## src/rtl/wrapper_pkg.sv

```systemverilog
// rtl/wrapper_pkg.sv - shared constants, state encodings and helpers for the accelerator wrappers
//
// Purpose: common definitions used by the input and output wrappers.
// Contents:
//   state_t  - 2-bit handshake FSM encodings (IDLE, SEND, HOLD)
//   BYTE_W   - width of one serialised byte
//   clog2    - ceiling log2 for sizing counters
package wrapper_pkg;

  typedef enum logic [1:0] {
    IDLE = 2'b00,
    SEND = 2'b01,
    HOLD = 2'b10
  } state_t;

  localparam int BYTE_W = 8;

  function automatic int clog2(input int n);
    int r;
    r = 0;
    for (int v = n - 1; v > 0; v = v >> 1) begin
      r = r + 1;
    end
    return r;
  endfunction

endpackage

```

## src/rtl/out_shift_reg.sv

```systemverilog
// rtl/out_shift_reg.sv - parallel-load register that shifts right one byte at a time
//
// Purpose: holds the captured result and presents its lowest byte.
// Ports:
//   clk, rst  - clock and asynchronous active-high reset (clears to 0)
//   load      - load din into the register
//   shift     - shift the register right by one byte (zero fill)
//   din       - parallel load data, WIDTH bits
//   low       - registered lowest byte of the register
module out_shift_reg
  import wrapper_pkg::*;
#(
  parameter int WIDTH = 16
) (
  input  logic             clk,
  input  logic             rst,
  input  logic             load,
  input  logic             shift,
  input  logic [WIDTH-1:0] din,
  output logic [7:0]       low
);

  logic [WIDTH-1:0] sh;

  // load wins over shift; the FSM never asserts both in the same cycle
  always_ff @(posedge clk or posedge rst) begin
    if (rst) begin
      sh <= '0;
    end else if (load) begin
      sh <= din;
    end else if (shift) begin
      sh <= sh >> BYTE_W;
    end
  end

  assign low = sh[7:0];

endmodule

```

## src/rtl/wrapper_output.sv

```systemverilog
// rtl/wrapper_output.sv - captures the accelerator result and serialises it byte-wise
//
// Purpose: on the rising edge of ready, latch result and send it low byte first
// over an 8-bit bus using a four-phase ordy/oac handshake.
// Ports:
//   clk, rst  - clock and asynchronous active-high reset
//   ready     - accelerator done; its 0->1 edge marks a valid result
//   result    - accelerator result, RESULT_W bits
//   oac       - consumer acknowledge for the byte on obus
//   obus      - current output byte (registered)
//   ordy      - obus holds a valid byte
//   obe       - output buffer empty, a new result can be accepted
//   ovf       - sticky overrun: a result arrived while busy and was dropped
module wrapper_output
  import wrapper_pkg::*;
#(
  parameter int RESULT_W = 16
) (
  input  logic                clk,
  input  logic                rst,
  input  logic                ready,
  input  logic [RESULT_W-1:0] result,
  input  logic                oac,
  output logic [7:0]          obus,
  output logic                ordy,
  output logic                obe,
  output logic                ovf
);

  localparam int NBYTES = RESULT_W / BYTE_W;
  localparam int IDX_W  = (clog2(NBYTES) < 1) ? 1 : clog2(NBYTES);
  localparam logic [IDX_W-1:0] LAST_IDX = IDX_W'(NBYTES - 1);

  state_t           state_q;
  state_t           state_d;
  logic             ready_q;
  logic             cap;
  logic             load;
  logic             shift;
  logic [IDX_W-1:0] idx_q;

  // ready_q resets high so a ready already asserted out of reset is not a capture
  always_ff @(posedge clk or posedge rst) begin
    if (rst) begin
      ready_q <= 1'b1;
    end else begin
      ready_q <= ready;
    end
  end

  assign cap = ready & ~ready_q;

  always_ff @(posedge clk or posedge rst) begin
    if (rst) begin
      state_q <= IDLE;
    end else begin
      state_q <= state_d;
    end
  end

  always_comb begin
    state_d = state_q;
    load    = 1'b0;
    shift   = 1'b0;
    case (state_q)
      IDLE: begin
        if (cap) begin
          load    = 1'b1;
          state_d = SEND;
        end
      end
      SEND: begin
        // oac already high on entry counts as the acknowledge
        if (oac) begin
          state_d = HOLD;
        end
      end
      HOLD: begin
        if (!oac) begin
          if (idx_q == LAST_IDX) begin
            state_d = IDLE;
          end else begin
            shift   = 1'b1;
            state_d = SEND;
          end
        end
      end
      default: begin
        state_d = IDLE;
      end
    endcase
  end

  always_ff @(posedge clk or posedge rst) begin
    if (rst) begin
      idx_q <= '0;
    end else if (load) begin
      idx_q <= '0;
    end else if (shift) begin
      idx_q <= idx_q + IDX_W'(1);
    end
  end

  // a capture while busy is dropped; only the flag records it
  always_ff @(posedge clk or posedge rst) begin
    if (rst) begin
      ovf <= 1'b0;
    end else if (cap && (state_q != IDLE)) begin
      ovf <= 1'b1;
    end
  end

  out_shift_reg #(
    .WIDTH(RESULT_W)
  ) u_shift (
    .clk   (clk),
    .rst   (rst),
    .load  (load),
    .shift (shift),
    .din   (result),
    .low   (obus)
  );

  // Moore decode straight from the state register
  assign ordy = (state_q == SEND);
  assign obe  = (state_q == IDLE);

endmodule
```

## config.mk

```make
export PLATFORM = sky130hd
export DESIGN_NAME = wrapper_output
export DESIGN_NICKNAME = d
export VERILOG_FILES = /design/src/rtl/wrapper_pkg.sv /design/src/rtl/out_shift_reg.sv /design/src/rtl/wrapper_output.sv
export SDC_FILE = /design/constraint.sdc
export NUM_CORES = 1
export LEC_CHECK = 0
export BUFFER_PORTS_ARGS = -buffer_cell sky130_fd_sc_hd__clkbuf_2
export CAP_MARGIN = 20
export CORE_MARGIN = 5
export CORE_UTILIZATION = 35
export DETAILED_ROUTE_END_ITERATION = 8
export SYNTH_ARGS = -nofsm -noshare
export SYNTH_HDL_FRONTEND = slang
export SYNTH_SLANG_ARGS = --single-unit
```

## constraint.sdc

```tcl
create_clock -name clk -period 1.6 [get_ports clk]
set_input_delay 0.32 -clock clk [delete_from_list [all_inputs] [get_ports clk]]
set_output_delay 0.32 -clock clk [all_outputs]
set_load 0.01 [all_outputs]
```

======== After elaboration in Yosys (flattened, before gate mapping) ========
Index checks and enable logic that the tools add are counted.
word-level totals
  output and inout bits ................... 11
  bits in registers ....................... 21
  bits of input ports ..................... 20
operators by class
  bitwise operators ....................... 2
  equal/unequal tests ..................... 5
  add/subtract/negate cells ............... 1
  mux-type cells .......................... 14
  reduce and logical (&&, ||, !) cells .... 5
operator list
  cell                                                    count
  two-way mux 16 bit                                      2
  two-way mux 1 bit                                       8
  two-way mux 2 bit                                       3
  one-hot mux 2 bit (3 select lines)                      1
  inequality test 2 bit (second input constant)           2
  nonzero test 2 bit                                      2
  AND reduction 3 bit                                     1
  == test 2 x 1 -> 1 bit (second input constant)          1
  == test 2 bit (second input constant)                   1
  logical NOT 2 bit                                       1
  inequality test 2 x 1 -> 1 bit (second input constant)  1
  adder 1 bit (second input constant)                     1
  bitwise AND 1 bit                                       1
  logical AND 1 bit                                       1
  inverter 1 bit                                          1

======== Depth between registers and ports, before layout ========
Gate-level depths: netlist of the first run.
  depth after elaboration ................. 5
  mapped depth ............................ 4

======== By module ========
Synthesis of the first run repeated with hierarchy kept, for this count alone.
unflattened totals
  cell total of the unflattened synthesis .. 97
  area total of the unflattened synthesis .. 1023.5 sq um
modules (own cells, without submodules)
  module          instances  seq. area each (sq um)  cells each  area each (sq um)
  out_shift_reg   1          400.4                   78          795.8
  wrapper_output  1          126.4                   19          227.7

======== Least setup slack after synthesis of the first run ========
No wires, ideal clock.
  path kind ............................... reg-to-reg
  start point ............................. reg state_q[0]
  end point ............................... reg u_shift.sh[8]
  required time ........................... 1.479 ns
  period minus slack after synthesis ...... 1.491 ns
  path slack .............................. 0.109 ns
  arrival time ............................ 1.370 ns
  cell stages (with the launch flop) ...... 5
  path through ............................ dfrtp_1 > nor4b_4 > nor2_4 > buf_6 > a22o_1
between the ends
  word-level cells in the longest chain between the ends .. 3
  elaborated cells between the ends (all ways) .. 6
  classes of those cells .................. eq/ne: 1; mux: 3; reduce/logical: 2
ends and longest elaborated chain
  item                                                                       line                  source
  start: declaration                                                         wrapper_output.sv:34  state_t state_q;
  start signal: assignment                                                   wrapper_output.sv:57  state_q <= state_d;
  == test 2 bit or logical NOT 2 bit (tied branches)                         wrapper_output.sv:65  case (state_q)
  two-way mux 1 bit                                                          wrapper_output.sv:65
  nonzero test 2 bit (no source line) or two-way mux 16 bit (tied branches)  -
  end signal: assignment                                                     out_shift_reg.sv:30   sh <= din;
  end signal: assignment                                                     out_shift_reg.sv:32   sh <= sh >> BYTE_W;
  end: declaration                                                           out_shift_reg.sv:23   logic [WIDTH-1:0] sh;
Parallel ways exist; a longest one is shown, timed or not.
A chain may end at the register's enable or synchronous reset.

======== Worst setup path in the final report of the first run ========
  start point ............................. reg state_q[0]
  end point ............................... out ordy
between the ends
  word-level cells in the longest chain between the ends .. 1
ends and longest elaborated chain
  item                    line                   source
  == test 2 x 1 -> 1 bit  wrapper_output.sv:125  assign ordy = (state_q == SEND);
  end: declaration        wrapper_output.sv:25   output logic ordy,
Every way passes these cells.

==> results.sh, run 1 <==
export IMPL_p_leak_nw=0.603
export IMPL_drtPass1Iterations=4
export IMPL_r2r_start="state_q[0]$_DFFE_PP0P_"
export IMPL_cts_htree_levels=1
export IMPL_io_buffers=30
export IMPL_syn_area_um2=933
export IMPL_max_slew_margin=0.729
export IMPL_die_width_um=61.6
export IMPL_place_area_um2=1070
export IMPL_path_cells="or2b_1 -> inv_1 -> clkbuf_2"
export IMPL_critPathKind="reg -> out"
export IMPL_die_area_um2=3800
export IMPL_crit_end="ordy"
export IMPL_area_delta_synth_final_pct=18.8
export IMPL_fin_area_um2=1110
export IMPL_post_route_util=0.439
export IMPL_grt_overflow=0
export IMPL_cts_tree="yes"
export IMPL_grt_util_all_layers=0.113
export IMPL_syn_area_per_cell_um2=13.5
export IMPL_drive_gt1_frac=0.449
export IMPL_synth_common_cells="dfrtp_1 (20), a22o_1 (16), a21o_1 (8), buf_4 (8)"
export IMPL_yosysTopAreaCell="dfrtp_1"
export IMPL_status="finished clean"
export IMPL_yosysSeqAreaShare=0.564
export IMPL_busiest_layer="met2"
export IMPL_critPathLaunchType="flop"
export IMPL_power_density_nw_per_um2=1670
export IMPL_rrSetupSlack_ns=0.21
export IMPL_wl_per_cell_um=15.0
export IMPL_grtUsageMet1=0.146
export IMPL_swShare=0.345
export IMPL_met2_usage=0.175
export IMPL_core_area_um2=2520
export IMPL_yosys_warnings=0
export IMPL_setup_viol=0
export IMPL_slew_viol_final=0
export IMPL_fin_skew_ns=0.00953
export IMPL_yosysUniqueCellTypes=16
export IMPL_p_switching_uw=637
export IMPL_clkSinkCount=21
export IMPL_worstMarginPinSlew_ns=0.406
export IMPL_syn_nets=89
export IMPL_synthFlopType="dfrtp_1"
export IMPL_synth_top_area_frac=0.536
export IMPL_initial_utilization=0.370
export IMPL_power_mw=1.85
export IMPL_ys_ff_latch=21
export IMPL_rsz0062_at_grt="no"
export IMPL_cpMaxStageDelayCell="dfrtp_2"
export IMPL_drt_iter0_drc=10
export IMPL_max_freq_mhz=654
export IMPL_synth_edff_count=0
export IMPL_die_h_um=61.6
export IMPL_ant_nets=0
export IMPL_grt_pass1_vias=662
export IMPL_clkPwrFrac=0.139
export IMPL_pwr_share_comb=0.355
export IMPL_dp_hpwl_mm=1.48
export IMPL_whs_ns=0.125
export IMPL_crit_start="state_q[0]$_DFFE_PP0P_"
export IMPL_drt_vias_per_instance=4.98
export IMPL_seqPwrFrac=0.506
export IMPL_critPathRequiredTime_ns=1.28
export IMPL_max_vdd_ir_drop_v=0.000649
export IMPL_antenna_found_initial=0
export IMPL_arrival_ns=1.21
export IMPL_place_gp_congestion=0.695
export IMPL_ys_async_sr_fraction=1.00
export IMPL_regArea_um2=529
export IMPL_grt_pass1_wl_mm=3.10
export IMPL_tns_ns=0
export IMPL_grt_max_degree=18
export IMPL_fin_nets=119
export IMPL_synth_top_cells_by_area="dfrtp_1 (54%), a22o_1 (15%), a21o_1 (6.4%)"
export IMPL_cts_buffer_depth=2
export IMPL_endpoint_kind="output pin"
export IMPL_via_count=637
export IMPL_multi_input_area_um2=317
export IMPL_root_buffer="clkbuf_4"
export IMPL_cap_violations=0
export IMPL_grtUsageMet3=0.0231
export IMPL_hp_class="in -> reg"
export IMPL_synth_cells=69
export IMPL_drc=0
export IMPL_diodes=0
export IMPL_hold_viol=0
export IMPL_slowest_delay_ns=0.46
export IMPL_finalCriticalPeriod_ns=1.53
export IMPL_reg2reg_depth=4
export IMPL_worstReg2RegEnd="u_shift.sh[3]$_DFFE_PP0P_"
export IMPL_synth_most_common_cell="dfrtp_1"
export IMPL_fin_crit_sh=0.956
export IMPL_clkTransAtPathRegs_ns=0.11
export IMPL_fill_cells=244
export IMPL_intPower_mw=1.21
export IMPL_io_pins=31
export IMPL_min_path_cells=1
export IMPL_cp_max_fo=5
export IMPL_row_count=18
export IMPL_totalWireLength_mm=1.92
export IMPL_cts_buffers=3
export IMPL_clk_latency_ns=0.30
how the worst min path moves through the flow:
stage          startpoint                 to  slack, ns
3_5_place_dp          rst    ovf$_DFFE_PP0P_       0.26
4_1_cts             ready  ready_q$_DFF_PP1_       0.11
2_1_floorplan         rst  idx_q$_DFFE_PP0P_       0.30
3_3_place_gp          rst    ovf$_DFFE_PP0P_       0.25
5_1_grt             ready  ready_q$_DFF_PP1_       0.11
6_report            ready  ready_q$_DFF_PP1_       0.13
metal layers:
metal	up-vias	part of all wire	wire, µm
li1	303	-	-
met1	318	0.45	862
met2	14	0.49	947
met3	2	0.042	80
met4	0	0.014	27
met5	-	0	0
timing repair:
item	4_1_cts	5_1_grt
endpoints found under the setup margin	1	1
gates resized for setup	1	1
buffers inserted	0	0
endpoints found under the hold margin	6	0
gates cloned	0	0
hold buffers	1	0
critical path, delay by kind of cell (launching register included):
family	cells	cell delay [ns]
buffers and inverters	2	0.18
flip-flops	1	0.46
AND/OR/NAND/NOR	1	0.28
cell type report:
class | instances | share of cell area
repair buffers | 35 | 0.172
clock buffers | 3 | 0.0203
flip-flops and latches | 21 | 0.477
clock inverters | 1 | 0.00451
multi-input cells | 36 | 0.286
inverters | 2 | 0.00677
well taps | 30 | 0.0339
registers in the layout (all words and copies together), names as in the netlist:
register and cells:
ovf 1, state_q 2, idx_q 1, u_shift.sh 16, ready_q 1
cells by family after synthesis:
family          count (synthesis)  share of synthesized area
compound gates                 28                      0.244
flops                          21                      0.564
buf+inv                        12                     0.0965
simple gates                    8                     0.0952
cell usage in the layout (no fill, tap or decap), drive strengths merged:
cell / n
clkbuf: 33
dfrtp: 20
a22o: 16
a21o: 8
buf: 4
nor4b: 2
inv: 2
nand2b: 2
o21bai: 2
nor2: 2
or2b: 1
a21boi: 1
nor2b: 1
o21ai: 1
clkinv: 1
dlygate4sd3: 1
dfstp: 1
power by group through the flow:
stage               clock network [mW]  logic [mW]  registers, mW
floorplan                            0       0.586          0.897
global placement                     0       0.648          0.925
detailed placement                   0       0.666          0.942
CTS                              0.263       0.671          0.934
global route                     0.284       0.724          0.966
finish                           0.256       0.656          0.935
per-stage QoR:
stage          setup WS (ns)  std cells
2_1_floorplan          0.109         69
3_3_place_gp           0.237        123
5_1_grt               0.0144        128
6_report              0.0703        128
3_5_place_dp           0.204        123
4_1_cts               0.0402        128
(Power assumes the default switching activity.)
==> run 2, diff against run 1 <==
Settings changed: REMOVE_ABC_BUFFERS set to 1.
Clock period 1.6 ns to 1.5 ns, I/O delays scaled along.
==> results.sh, run 2 (same netlist as run 1, synthesis figures left out) <==
export IMPL_status="finished clean"
export IMPL_cts_buffers=3
export IMPL_clk_latency_ns=0.30
export IMPL_io_pins=31
export IMPL_grt_util_all_layers=0.118
export IMPL_max_vdd_ir_drop_v=0.000931
export IMPL_min_from="ready"
export IMPL_slew_viol_final=0
export IMPL_clkSinkCount=21
export IMPL_io_buffers=30
export IMPL_root_buffer="clkbuf_4"
export IMPL_dp_hpwl_mm=1.38
export IMPL_drt_iter0_drc=21
export IMPL_setup_viol=0
export IMPL_placed_cells=123
export IMPL_grt_overflow=0
export IMPL_via_count=651
export IMPL_initial_utilization=0.370
export IMPL_p_leak_nw=0.616
export IMPL_finalCriticalPeriod_ns=1.46
export IMPL_worstMarginPinSlew_ns=0.388
export IMPL_max_freq_mhz=683
export IMPL_grt_max_degree=18
export IMPL_reg2reg_depth=4
export IMPL_hold_path_end="ready_q$_DFF_PP1_"
export IMPL_fin_crit_sh=0.976
export IMPL_critPathLaunchType="flop"
export IMPL_area_delta_synth_final_pct=21.4
export IMPL_r2r_start="state_q[1]$_DFFE_PP0P_"
export IMPL_hp_class="in -> reg"
export IMPL_die_width_um=61.6
export IMPL_fin_skew_ns=0.00346
export IMPL_grt_pass1_wl_mm=3.28
export IMPL_hold_viol=0
export IMPL_die_h_um=61.6
export IMPL_cap_violations=0
export IMPL_final_cells=131
export IMPL_busiest_layer="met2"
export IMPL_largest_reg_flops=16
export IMPL_final_cell_mix="clkbuf_2 (29), dfrtp_1 (18), a22o_1 (16)"
export IMPL_critPathKind="reg -> out"
export IMPL_top_register="u_shift.sh"
export IMPL_fin_nets=122
export IMPL_clkPwrFrac=0.132
export IMPL_totalWireLength_mm=1.90
export IMPL_drt_vias_per_instance=4.97
export IMPL_reg_top3="u_shift.sh x16, state_q x2"
export IMPL_grtUsageMet3=0.0419
export IMPL_grt_pass1_vias=664
export IMPL_post_route_util=0.449
export IMPL_wl_per_cell_um=14.5
export IMPL_die_area_um2=3800
export IMPL_grtUsageMet1=0.166
export IMPL_core_area_um2=2520
export IMPL_met2_usage=0.169
export IMPL_diodes=0
export IMPL_max_slew_margin=0.741
export IMPL_ant_nets=0
export IMPL_intPower_mw=1.34
export IMPL_endpoint_kind="output pin"
export IMPL_min_path_cells=1
export IMPL_pwr_share_comb=0.382
export IMPL_worstReg2RegEnd="u_shift.sh[2]$_DFFE_PP0P_"
export IMPL_final_common_cell="clkbuf_2"
export IMPL_cts_tree="yes"
export IMPL_rsz0062_at_grt="yes"
export IMPL_clkTransAtPathRegs_ns=0.11
export IMPL_place_gp_congestion=0.733
export IMPL_p_switching_uw=663
export IMPL_power_density_nw_per_um2=1770
export IMPL_drive_gt1_frac=0.455
export IMPL_cp_max_fo=4
export IMPL_arrival_ns=1.16
export IMPL_critPathRequiredTime_ns=1.20
export IMPL_cts_htree_levels=1
export IMPL_row_count=18
export IMPL_cts_buffer_depth=2
export IMPL_drtPass1Iterations=4
export IMPL_fill_cells=245
export IMPL_rrSetupSlack_ns=0.09
export IMPL_antenna_found_initial=0
export IMPL_drc=0
export IMPL_seqPwrFrac=0.485
export IMPL_swShare=0.331
==> run 2: per-layer routing <==
metal,part of all wire,up-vias
met5,0,-
met4,0.0053,0
met3,0.075,2
met2,0.45,22
met1,0.47,317
li1,-,310
==> run 2: repair_timing <==
action	in CTS	in global routing
hold buffers	1	0
buffers inserted	3	0
setup endpoints to repair	1	12
endpoints found under the hold margin	6	0
gates resized for setup	2	2
pin swaps	0	1
==> run 2: power by group through the flow <==
stage | clock network (mW) | logic, mW | registers [mW]
4_1_cts | 0.281 | 0.782 | 0.974
6_report | 0.265 | 0.765 | 0.971
2_1_floorplan | 0 | 0.401 | 1.02
3_3_place_gp | 0 | 0.705 | 0.977
5_1_grt | 0.311 | 0.860 | 1.01
3_5_place_dp | 0 | 0.712 | 0.991
==> run 2: worst max path at each step <==
stage                           startpoint                         end  slack (ns)  cells past startpoint
finish              state_q[1]$_DFFE_PP0P_                        ordy        0.04                      3
global route        state_q[1]$_DFFE_PP0P_                        ordy       -0.04                      3
CTS                 state_q[1]$_DFFE_PP0P_                        ordy       0.004                      3
detailed placement  state_q[0]$_DFFE_PP0P_   u_shift.sh[3]$_DFFE_PP0P_        0.08                      4
global placement    state_q[0]$_DFFE_PP0P_   u_shift.sh[1]$_DFFE_PP0P_        0.14                      4
floorplan           state_q[0]$_DFFE_PP0P_  u_shift.sh[10]$_DFFE_PP0P_       -0.12                      3
==> run 2: cell type report <==
type | instances | area [µm²] | area share
clock buffers | 4 | 26.3 | 0.0232
inverters | 2 | 7.51 | 0.00662
multi-input cells | 36 | 317 | 0.279
flip-flops and latches | 21 | 529 | 0.467
well taps | 30 | 37.5 | 0.0331
repair buffers | 38 | 216 | 0.191
==> run 2: metrics by stage <==
stage                     power [mW]  worst slack [ns]  TNS (ns)  hold WS, ns  cell area, µm²
after floorplan                 1.42            -0.123     -1.92        0.276             851
after global placement          1.68             0.143         0        0.238            1070
after detailed placement        1.70            0.0786         0        0.249            1070
after CTS                       2.04           0.00420         0       0.0919            1130
after global routing            2.18           -0.0389   -0.0389       0.0777            1130
final                           2.00            0.0360         0        0.109            1130
==> run 2: worst max-delay path, cell delays in order, from the launching register on <==
cell and delay (ns):
dfrtp_2 0.45, or2b_1 0.25, inv_1 0.05, buf_2 0.12
